--- src/rtl/timer_share_ctrl.sv ---
// timer_share_ctrl: round-robin owner of one shared interval down-counter.
// Requesters raise req[i] with a duration. The block grants the counter to one
// of them, counts down on tick, then pulses done[i] to that requester.
module timer_share_ctrl #(
    parameter int unsigned N_REQ = 4,
    parameter int unsigned CNT_W = 24
) (
    input  logic                   clk,
    input  logic                   reset,
    input  logic                   tick,
    input  logic [N_REQ-1:0]       req,
    input  logic [N_REQ*CNT_W-1:0] dur,
    output logic [N_REQ-1:0]       grant,
    output logic [N_REQ-1:0]       done,
    output logic                   busy,
    output logic [CNT_W-1:0]       count
);

    localparam int unsigned IDX_W = (N_REQ > 1) ? $clog2(N_REQ) : 1;

    typedef enum logic [1:0] {
        IDLE = 2'd0,
        RUN  = 2'd1,
        DONE = 2'd2
    } state_t;

    state_t           state;
    logic [IDX_W-1:0] owner;
    logic [IDX_W-1:0] last;

    logic [IDX_W-1:0] winner;
    logic [IDX_W-1:0] scan_idx;
    logic [CNT_W-1:0] win_dur;

    // Requester index at a given offset after base, wrapping at N_REQ.
    function automatic logic [IDX_W-1:0] rr_idx(input logic [IDX_W-1:0] base,
                                                input int unsigned      off);
        int unsigned sum;
        sum = 32'(base) + off;
        return IDX_W'(sum % N_REQ);
    endfunction

    // Round-robin pick: scan far-to-near so the nearest pending requester after last wins.
    always_comb begin
        winner   = last;
        scan_idx = last;
        for (int unsigned k = N_REQ; k >= 1; k--) begin
            scan_idx = rr_idx(last, k);
            if (req[scan_idx]) begin
                winner = scan_idx;
            end
        end
    end

    // Duration of the arbitration winner, sampled only when the grant is taken.
    always_comb begin
        win_dur = dur[32'(winner)*CNT_W +: CNT_W];
    end

    // Scheduler FSM with registered grant/done/busy/count.
    always_ff @(posedge clk or posedge reset) begin
        if (reset) begin
            state <= IDLE;
            owner <= '0;
            last  <= IDX_W'(N_REQ - 1);
            grant <= '0;
            done  <= '0;
            busy  <= 1'b0;
            count <= '0;
        end else begin
            done <= '0;
            case (state)
                IDLE: begin
                    if (|req) begin
                        owner <= winner;
                        last  <= winner;
                        count <= (win_dur == '0) ? CNT_W'(1) : win_dur;
                        grant <= N_REQ'(1) << winner;
                        busy  <= 1'b1;
                        state <= RUN;
                    end
                end
                RUN: begin
                    if (!req[owner]) begin
                        // Abort: release silently, no done pulse.
                        state <= IDLE;
                        count <= '0;
                        grant <= '0;
                        busy  <= 1'b0;
                    end else if (tick) begin
                        if (count == CNT_W'(1)) begin
                            state <= DONE;
                            count <= '0;
                            grant <= '0;
                            done  <= N_REQ'(1) << owner;
                        end else begin
                            count <= count - CNT_W'(1);
                        end
                    end
                end
                DONE: begin
                    busy  <= 1'b0;
                    state <= IDLE;
                end
                default: begin
                    state <= IDLE;
                    grant <= '0;
                    busy  <= 1'b0;
                    count <= '0;
                end
            endcase
        end
    end

endmodule

--- config.mk ---
export PLATFORM = sky130hd
export DESIGN_NAME = timer_share_ctrl
export DESIGN_NICKNAME = d
export VERILOG_FILES = /design/src/rtl/timer_share_ctrl.sv
export SDC_FILE = /design/constraint.sdc
export NUM_CORES = 1
export LEC_CHECK = 0
export CAP_MARGIN = 20
export CORE_ASPECT_RATIO = 0.8
export CORE_MARGIN = 5
export CORE_UTILIZATION = 38
export CTS_BUF_LIST = sky130_fd_sc_hd__clkbuf_4 sky130_fd_sc_hd__clkbuf_8 sky130_fd_sc_hd__clkbuf_16
export CTS_CLUSTER_DIAMETER = 80
export CTS_CLUSTER_SIZE = 25
export DETAILED_ROUTE_END_ITERATION = 7
export PLACE_DENSITY = 0.72
export SKIP_LAST_GASP = 1
export SLEW_MARGIN = 0
export SYNTH_ARGS = -nofsm -noshare
export SYNTH_HDL_FRONTEND = slang
export SYNTH_SLANG_ARGS = --single-unit
--- constraint.sdc ---
create_clock -name clk -period 3.1 [get_ports clk]
set_input_delay 0.31 -clock clk [delete_from_list [all_inputs] [get_ports clk]]
set_output_delay 0.31 -clock clk [all_outputs]
set_load 0.05 [all_outputs]
; ---- Yosys cells after proc, flatten, opt, wreduce, memory -nomap -nowiden
; Cells that the tools add are included.
[totals]
reg_bits = 39
out_inout_bits = 33
elab_cells = 74
[classes]
addsub = 5
n_mul = 1
magnitude_cmp = 5
eq_ne = 7
shifts = 3
muxes = 37
bitwise = 1
n_reduce_logical = 8
[op_table]
columns = operator, n
row1 = two-way mux 24 bit, 5
row2 = variable part select 96 x 8 -> 24 bit, 1
row3 = case mux 24 bit (3 select lines), 1
row4 = two-way mux 4 bit, 8
row5 = == test 24 x 1 -> 1 bit (second input constant), 1
row6 = logical NOT 24 bit, 1
row7 = subtractor 24 x 1 -> 24 bit (second input constant), 1
row8 = two-way mux 2 bit, 8
row9 = less-than comparator 2 x 3 -> 1 bit (second input constant), 5
row10 = case mux 4 bit (3 select lines), 1
row11 = binary-select mux 1 bit (select 2 bit), 5
row12 = << shifter 1 x 2 -> 4 bit (first input constant), 2
row13 = two-way mux 1 bit, 7
row14 = != test 3 bit (second input constant), 2
row15 = AND reduction 3 bit, 2
row16 = adder 2 x 1 -> 2 bit (second input constant), 2
row17 = adder 2 bit (second input constant), 2
row18 = multiplier 2 x 2 -> 4 bit (second input constant), 1
row19 = != test 2 bit (second input constant), 2
row20 = case mux 2 bit (2 select lines), 1
row21 = AND reduction 2 bit, 2
row22 = AND reduction 4 bit, 1
row23 = OR reduction 4 bit, 1
row24 = == test 2 x 1 -> 1 bit (second input constant), 1
row25 = 4 further kinds, 4

; ---- Longest topological paths before layout
[depth]
ltp_word = 13
ltp_mapped = 11

; ---- Least setup slack after synthesis
; No wires, ideal clock.
[synth_timing]
kind = register to register
start = register count[18]
end = register count[13]
arrival_time_ns = 2.501
required_ns = 2.981
setup_slack_ns = 0.480
stages_incl_launch_ff = 9
cell_sequence = dfrtp_1 > or3_4 > or4_4 > o31ai_4 > or2_4 > buf_6 > a21oi_1 > a21oi_1 > a21bo_2
[synth_between]
elab_chain_len = 5
[synth_rtl]
columns = item, line
row1 = start: declaration, 16  ; output logic [CNT_W-1:0] count
row2 = start signal: assignment, 77  ; count <= (win_dur == '0) ? CNT_W'(1) : win_dur;
row3 = start signal: assignment, 97  ; count <= count - CNT_W'(1);
row4 = == test 24 x 1 -> 1 bit, 91  ; if (count == CNT_W'(1)) begin
row5 = two-way mux 24 bit, 91
row6 = two-way mux 24 bit, 90  ; end else if (tick) begin
row7 = two-way mux 24 bit, 84  ; if (!req[owner]) begin
row8 = case mux 24 bit (3 select lines), 72  ; case (state)
; Every way passes these cells. The select of a mux whose other input is x is not followed.
; A chain may end at the register's enable or synchronous reset.

; ---- Final worst setup path
[layout_timing]
start = register count[3]
end = register count[20]
[layout_between]
elab_chain_len = 5
elab_cells_between_ends = 6
[layout_rtl]
columns = item, line
row1 = subtractor 24 x 1 -> 24 bit or == test 24 x 1 -> 1 bit (tied branches), "97, 91"
row2 = two-way mux 24 bit *, 91
row3 = two-way mux 24 bit *, 90
row4 = two-way mux 24 bit *, 84
row5 = case mux 24 bit (3 select lines) *, 72
; Every way passes the cells marked *; elsewhere a longest branch is shown, timed or not. The select of a mux whose other input is x is not followed.

==> out/qor.yml <==
dp_hpwl_mm: 7.946
seqCellArea_um2: 978.4
setup_tns_ns: 0
cp_num_cells: 8
start_kind: "flip-flop"
grt_pass1_vias: 3155
power.internal_w: 0.002257
crit_path_end_kind: "flip-flop"
r2r-start: "count[3]"
path_class: "flip-flop to flip-flop"
grt_use_met3_pct: 4.155
slew_headroom_pct: 50.74
io_buffers: 135
clockRootBuffer: "clkbuf_8"
required_ns: 3.28
max_freq_mhz: 343.6
cts_tree: "done"
area_growth_pct: 53.20
place_congestion: 0.8821
timing.final.crit_share_pct: 93.88
cts-resized-gates: 0
post-cts-setup-buffer-count: 0
drive_gt1_share_pct: 8.817
mappedNetlistArea_mm2: 0.003029
cp_slowest_cell: "nor4_1"
skew_ns: 0.007940
num_rows: 29
r2r_slack_ns: 0.19
period_minus_slack_ns: 2.910
yosysSeqAreaShare_pct: 32.30
finalSetupViolCount: 0
yosysMostFrequentCell: "mux2i_1"
cts_sinks: 39
synthCells: 330
drt_iter0_drc: 220
ant_nets: 0
grt_pass1_wl_mm: 15.72
synth_top_area_share_pct: 30.57
die-area_mm2: 0.009868
dieHeight_um: 89.86
p_switching_w: 0.002382
peakVddDrop_mv: 0.4570
synth_warnings: 0
cts_buffers: 5
tightest_slew_ns: 0.7322
finalHoldViolCount: 0
grt_max_degree: 53
drt_first_pass_iters: 4
synth_fp_nets: 435
setup.worst_path.start: "count[3]"
core_mm2: 0.007838
clock_path_buffers: 2
grt.busiest_layer: "met2"
path_buf_inv: 0
fp.dieW_um: 109.8
p_seq_share_pct: 22.9
fillCellCount: 719
cp.arrival_ns: 3.09
start_util_pct: 38.65
ff2ff_path_depth: 8
critPathMaxFanout: 7
synth_edf_count: 0
async_flop_share_pct: 100.0
drc_errors: 0
regToRegEndpoint: "count[20]"
p_comb_share_pct: 68.8
num_vias: 3170
routed_wl_mm: 9.893
synthTopCellsByCount: "mux2i_1 (69), nand2_1 (38), dfrtp_1 (37)"
grt_util_all_layers_pct: 19.87
grt_overflow: 0
htree_levels: 2
crit_family: "simple AND/OR/NAND/NOR gates"
drv_slew: 0
ctsHoldBuffers: 0
critPathMaxStageDelay_ns: 0.68
switching_share_pct: 51.35
rsz0062_at_grt: "false"
antenna_found_initial: 0
use_met2_pct: 31.31
n_antenna_cell: 0
yosys.area.top_type: "dfrtp_1"
multi_input_area_mm2: 0.001946
cap_violations: 0
io_pins: 136
crit_chain: "nor4_1, nand2_1, nor2_2, nand2_1, or3_4, o31ai_1, a21boi_0, a211o_1"
leakage_nw: 2.009
cpMostUsedCell: "nand2_1"
synth_area_leaders: "dfrtp_1 (31%), mux2i_1 (23%), nand2_1 (4.7%)"
synthFlopType: "dfrtp_1"
layout.nets: 569
avgSynthCellArea_um2: 9.179
clockPowerShare_pct: 8.3
gr-usage-met1_pct: 27.92
synth_seq_cells: 39
vias_per_cell: 5.532
wl_per_cell_um: 17.27
hold_path.class: "input pin to asynchronous set/reset pin"
clk_pin_slew_worst_paths_ns: 0.08
power_density_mw_per_mm2: 999.5
status: "finished, final reports clean"
hold_ws_ns: 0.3381
ys_types: 61
endpoint: "count[20]"
clock_latency_ns: 0.30
==> layer usage <==
layer  wire length, um  share of wire [%]
met5                 0                  0
met4                97               0.98
met3               801                8.1
met2              4548                 46
met1              4445                 45
==> power groups by stage <==
| stage | Combinational, W | Sequential, W | Clock [W] |
|---|---|---|---|
| after global placement | 0.00314 | 0.00106 | 0 |
| final | 0.00319 | 0.00106 | 0.000386 |
| after floorplan | 0.00163 | 0.00158 | 0 |
| after CTS | 0.00318 | 0.00105 | 0.000393 |
| after detailed placement | 0.00317 | 0.00106 | 0 |
| after global routing | 0.00341 | 0.00111 | 0.000413 |
==> through the flow <==
stage | cells | setup WS (ns) | area (um^2) | power (W) | util [%]
finish | 573 | 0.1898 | 4641 | 0.004639 | 59.21
global route | 573 | 0.1111 | 4641 | 0.004923 | 59.21
CTS | 573 | 0.2936 | 4641 | 0.004630 | 59.21
detailed placement | 565 | 0.2339 | 4537 | 0.004233 | 57.89
global placement | 565 | 0.2923 | 4537 | 0.004197 | 57.89
floorplan | 330 | 0.4800 | 3029 | 0.003216 | -
==> cells by family after synthesis <==
group | share of synthesized area (%)
AO/OA/AOI/OAI | 18.17
buffers and inverters | 3.965
XOR/XNOR | 0.8676
flip-flops | 32.30
AND/OR/NAND/NOR | 19.58
multiplexers | 24.29
adder cells (fa/ha/maj) | 0.8260
==> flip-flops by register name, indices dropped and copies added, names as in the netlist <==
signal / flops
count: 24
done: 4
grant: 4
last: 2
owner: 2
state: 2
busy: 1
==> placed cells by master, fill, tap and decap left out, types with 4 or more instances in the layout <==
cell | synthesis | final
buf_4 | 1 | 8
o31ai_1 | 5 | 5
nor4_1 | 10 | 10
clkdlybuf4s50_1 | 0 | 135
clkbuf_8 | 0 | 7
a221o_1 | 4 | 4
a21oi_1 | 20 | 20
nor3_1 | 7 | 7
inv_1 | 7 | 7
o21ai_0 | 17 | 17
o2bb2ai_1 | 6 | 6
nand2_1 | 38 | 38
dfrtp_1 | 37 | 37
mux2i_1 | 69 | 69
nor2_1 | 21 | 21
==> worst reg2reg max path, delay by kind of cell, from the launching register on <==
family / cells / cell delay (ns)
AO/OA/AOI/OAI: 3 / 0.63
AND/OR/NAND/NOR: 5 / 1.68
flip-flops: 1 / 0.48
==> area by class of cell <==
type / instances / area share [%]
multi-input combinational: 266 / 41.93
timing repair buffer: 145 / 31.28
sequential: 39 / 21.08
tap: 108 / 2.912
clock buffer: 8 / 2.238
inverter: 7 / 0.5662
==> worst min path at each step <==
stage / start / endpoint / cells past startpoint
floorplan: tick / state[0] / 3
global placement: grant[3] / grant[3] / 2
detailed placement: grant[1] / grant[1] / 2
CTS: reset / grant[2] / 2
global route: reset / grant[3] / 2
finish: reset / grant[2] / 2
No activity file was read; power rests on OpenSTA's default activity.
==> RTL edit 1, RTL diff (config.mk and constraints unchanged) <==
Make the reset (`reset`) synchronous in one clocked block.
--- a/src/rtl/timer_share_ctrl.sv
+++ b/src/rtl/timer_share_ctrl.sv
@@ -59,5 +59,5 @@
 
     // Scheduler FSM with registered grant/done/busy/count.
-    always_ff @(posedge clk or posedge reset) begin
+    always_ff @(posedge clk) begin
         if (reset) begin
             state <= IDLE;
Formal check against the unedited RTL: differs if reset is asserted again (counterexample within 4 cycles, from zero or initial values and one cycle with reset high); with reset held inactive, the same outputs for 4 cycles.
==> RTL edit 1 against the unedited design <==
  * Synthesized area is 3.0% lower
  * Final area decreased by 1.6%
  * Non-clock buffer count is 1 higher
  * Critical path depth unchanged
  * Core utilization increased by 2.0 points
  * Setup slack better by 0.036 ns
  * Sequential cell count is the same
  * Routed wire length is 12% higher
  * Maximum frequency up 1.2%
  * Highest routed layer unchanged
Power is not compared: it rests on default switching activity, and its combinational part moved more than twofold at a synthesized area within 25%.
==> RTL edit 1: results (changes against the unedited design) <==
* Status: finished clean (unchanged)
* Via count at 3402 (was 3170)
* Layout cells sized above 1 at 7.03% (was 8.82%)
* Nets at 602 (was 569)
* Hold Slack at 0.497 ns (was 0.338 ns)
* Hold crit path type: reg -> reg (was in -> async)
* Wirelength per Cell at 18.4 µm (was 17.3 µm)
* Worst Reg2Reg Path Length in Cells at 8 (unchanged)
* Placed Area at 4460 µm² (was 4540 µm²)
* Initial DRC count at 262 (was 220)
* Critical path fanouts, max at 9 (was 7)
* Library cells used by synthesis at 52 (was 61)
* Post-DP HPWL at 8.78 mm (was 7.95 mm)
* Max-slew headroom at 52.3% (was 50.7%)
* Commonest cells post-synth: mux2i_1, dfxtp_1, nor2_1 (was mux2i_1, nand2_1, dfrtp_1)
* Clk_skew at 0.00916 ns (was 0.00794 ns)
* Crit Reg-Reg Startpoint: count[12] (was count[3])
* CTS resizes at 0 (unchanged)
* Most used DFF post-synth: dfxtp_1 (was dfrtp_1)
* Syn_nets at 469 (was 435)
* Global router's overall resource usage at 22.6% (was 19.9%)
* Slowest cell delay on critical path at 0.61 ns (was 0.68 ns)
* Drt pass-1 iters at 5 (was 4)
* First-pass GRT wire length at 17.0 mm (was 15.7 mm)
* Vias in the first global route at 3211 (was 3155)
* Sequential fraction of the synthesis area at 26.6% (was 32.3%)
* Crit path DAT at 3.04 ns (was 3.09 ns)
* R2R Path End: count[19] (was count[20])
* Pin count of the biggest net entering global routing at 33 (was 53)
* R2r setup slk at 0.23 ns (was 0.19 ns)
* Placer Congestion at 0.918 (was 0.882)
==> RTL edit 1: changes by cell type after synthesis, moves of 5 or more <==
cell      change
clkbuf_1      +5
nor3_1       +13
dfrtp_1      -37
a22oi_1       +8
o31ai_1       -5
nand2_1      -11
nor2_1       +14
dfxtp_1      +39
mux2_2        +7
a21oi_1      +10
mux2i_1      -10
==> RTL edit 1: metal layers <==
layer  vias up  GRT usage [%]  wire [µm]
met5         -              0          0
met4         0           5.39        127
met3        13           5.98       1110
met2       175           33.6       4620
met1      1593           32.5       5240
li1       1621              -          -
==> RTL edit 1: power breakdown <==
part           leakage, nW  switching, mW  total [mW]  internal (mW)
sequential           0.321          0.121       0.707          0.586
combinational         1.42          0.886        1.54          0.654
clock               0.0549          0.179       0.391          0.212
==> RTL edit 1: final cells by class <==
class,count,area (µm²)
clock buffer,8,104
inverter,6,22.5
fill,709,2900
multi-input combinational,299,2050
tap,105,131
timing repair buffer,146,1470
sequential,39,781
==> RTL edit 1: stage by stage <==
stage | worst slack, ns | instances
floorplan | 0.405 | 364
global placement | 0.161 | 595
detailed placement | 0.0956 | 595
CTS | 0.278 | 603
global route | 0.103 | 603
finish | 0.226 | 603
==> RTL edit 1: how the worst max path moves through the flow <==
stage              start        end  slack [ns]  cells after the start
2_1_floorplan  count[12]  count[15]        0.40                      9
3_3_place_gp      req[3]   count[7]        0.16                      7
3_5_place_dp      req[3]   count[7]         0.1                      7
4_1_cts        count[12]  count[19]        0.28                      8
5_1_grt        count[12]   count[9]        0.10                      8
6_report       count[12]  count[19]        0.23                      8
==> RTL edit 1: logic make-up after synthesis <==
logic type | Yosys count | share of synthesized area, %
AOI/OAI and AO/OA | 88 | 19.0
xor gates and xnor gates | 7 | 2.09
adders and majority gates | 2 | 0.852
buffers and inverters | 26 | 4.17
DFF | 39 | 26.6
muxes | 69 | 24.3
and+or+nand+nor | 133 | 23.0
==> RTL edit 1: critical path, delay by kind of cell, from the launching register on <==
kind,cells,cell delay (ns)
buf+inv,1,0.23
compound gates,2,0.64
flops,1,0.38
simple gates,5,1.50
==> RTL edit 2, RTL diff (config.mk and constraints unchanged) <==
Made on the original files. `N_REQ`: 4 -> 2.
--- a/src/rtl/timer_share_ctrl.sv
+++ b/src/rtl/timer_share_ctrl.sv
@@ -3,5 +3,5 @@
 // of them, counts down on tick, then pulses done[i] to that requester.
 module timer_share_ctrl #(
-    parameter int unsigned N_REQ = 4,
+    parameter int unsigned N_REQ = 2,
     parameter int unsigned CNT_W = 24
 ) (
Ports: changed (resized done, dur, grant and req); port bits go from 136 to 82. The function was not compared with the original's and may differ.
==> RTL edit 2 against the unedited design <==
  * Sequential power is 18% lower
  * Setup slack improved by 0.40 ns
  * Hold slack gained 0.080 ns
  * Non-clock buffer count fell by 57
  * Die area is 22% lower
  * Sequential cell count fell by 6
  * Routed wire length down 19%
  * Final area decreased by 29%
  * Power down 31%
  * Synthesized area fell by 24%
==> RTL edit 2: results (changes against the unedited design) <==
* Library cells used by synthesis at 52 (was 61)
* Slowest cell delay on critical path at 0.71 ns (was 0.68 ns)
* Switching Fraction at 51.6% (was 51.3%)
* Initial DRC count at 226 (was 220)
* Peak supply drop at 0.541 mV (was 0.457 mV)
* Vias per inst at 5.98 (was 5.53)
* Critical path fanouts, max at 16 (was 7)
* First-pass GRT wire length at 12.7 mm (was 15.7 mm)
* Syn avg cell area at 8.86 µm² (was 9.18 µm²)
* Top cells by area, synth: dfrtp_1, mux2_2, mux2i_1 (was dfrtp_1, mux2i_1, nand2_1)
* Vias in the first global route at 2449 (was 3155)
* Status: finished clean (unchanged)
* Commonest cells post-synth: dfrtp_1, nand2_1, nor4_1 (was mux2i_1, nand2_1, dfrtp_1)
* Wirelength per Cell at 18.9 µm (was 17.3 µm)
* Global router's overall resource usage at 20.3% (was 19.9%)
* Syn_nets at 314 (was 435)
* Crit Reg-Reg Startpoint: count[16] (was count[3])
* Via count at 2537 (was 3170)
* Pin count of the biggest net entering global routing at 34 (was 53)
* Clk_skew at 0.00502 ns (was 0.00794 ns)
* Crit path DAT at 2.68 ns (was 3.09 ns)
* Sequential fraction of the synthesis area at 36.1% (was 32.3%)
* Clock transition at path regs at 0.06 ns (was 0.08 ns)
* Nets at 397 (was 569)
* P_leak at 1.32 nW (was 2.01 nW)
* Post-DP HPWL at 6.26 mm (was 7.95 mm)
==> RTL edit 2: cell families (layout without fill, tap and decap cells) <==
logic type               after synthesis  count (layout)  share of synthesized area, %
AND/OR/NAND/NOR                       99              99                          23.3
AO/OA/AOI/OAI                         76              76                          22.6
flip-flops                            33              33                          36.1
multiplexers                          26              26                          12.1
buffers and inverters                 21             105                          4.04
adder cells (fa/ha/maj)                2               2                          1.09
XOR/XNOR                               2               2                         0.764
==> RTL edit 2: area by class of cell <==
| type | count | area, µm² |
|---|---|---|
| Clock buffer | 8 | 91.3 |
| Fill cell | 542 | 2560 |
| Inverter | 9 | 33.8 |
| Multi-Input combinational cell | 205 | 1390 |
| Sequential cell | 33 | 827 |
| Tap cell | 81 | 101 |
| Timing Repair Buffer | 88 | 876 |
==> RTL edit 2: worst paths after layout <==
check,depth (start not counted),to,slack [ns]
max reg2reg,6,count[9],0.59
min reg2reg,1,grant[1],0.49
max,6,count[9],0.59
min in group clk,1,grant[1],0.49
min,3,busy,0.42
max in group asynchronous,3,last,2.33
==> RTL edit 2: metrics by stage <==
| step | utilization (%) | hold WS (ns) | setup WS [ns] | cell area [µm²] |
|---|---|---|---|---|
| 3_5_place_dp | 54.8 | 0.473 | 0.694 | 3220 |
| 5_1_grt | 56.4 | 0.473 | 0.429 | 3320 |
| 6_report | 56.4 | 0.418 | 0.593 | 3320 |
| 3_3_place_gp | 54.8 | 0.474 | 0.690 | 3220 |
| 2_1_floorplan | - | 0.438 | 0.704 | 2290 |
| 4_1_cts | 56.4 | 0.440 | 0.667 | 3320 |
==> RTL edit 2: layer usage <==
layer	vias to the layer above	global-route usage [%]	routed length [µm]	share of wire [%]
met5	-	0	0	0
met3	15	5.24	567	7.1
met1	1225	27.9	3700	46
li1	1186	-	-	-
met4	0	6.03	143	1.8
met2	111	31.7	3600	45
==> RTL edit 2: power groups by stage <==
stage	sequential, mW	combinational (mW)	clock (mW)
after floorplan	1.31	0.854	0
after global placement	0.861	1.98	0
after detailed placement	0.865	2.00	0
after CTS	0.860	2.00	0.347
after global routing	0.895	2.15	0.364
final	0.870	2.01	0.337
==> RTL edit 2: critical path, delay by kind of cell (launching register included) <==
family	cells	cell delay, ns
compound gates	3	0.66
buf+inv	1	0.25
flops	1	0.46
simple gates	2	1.01
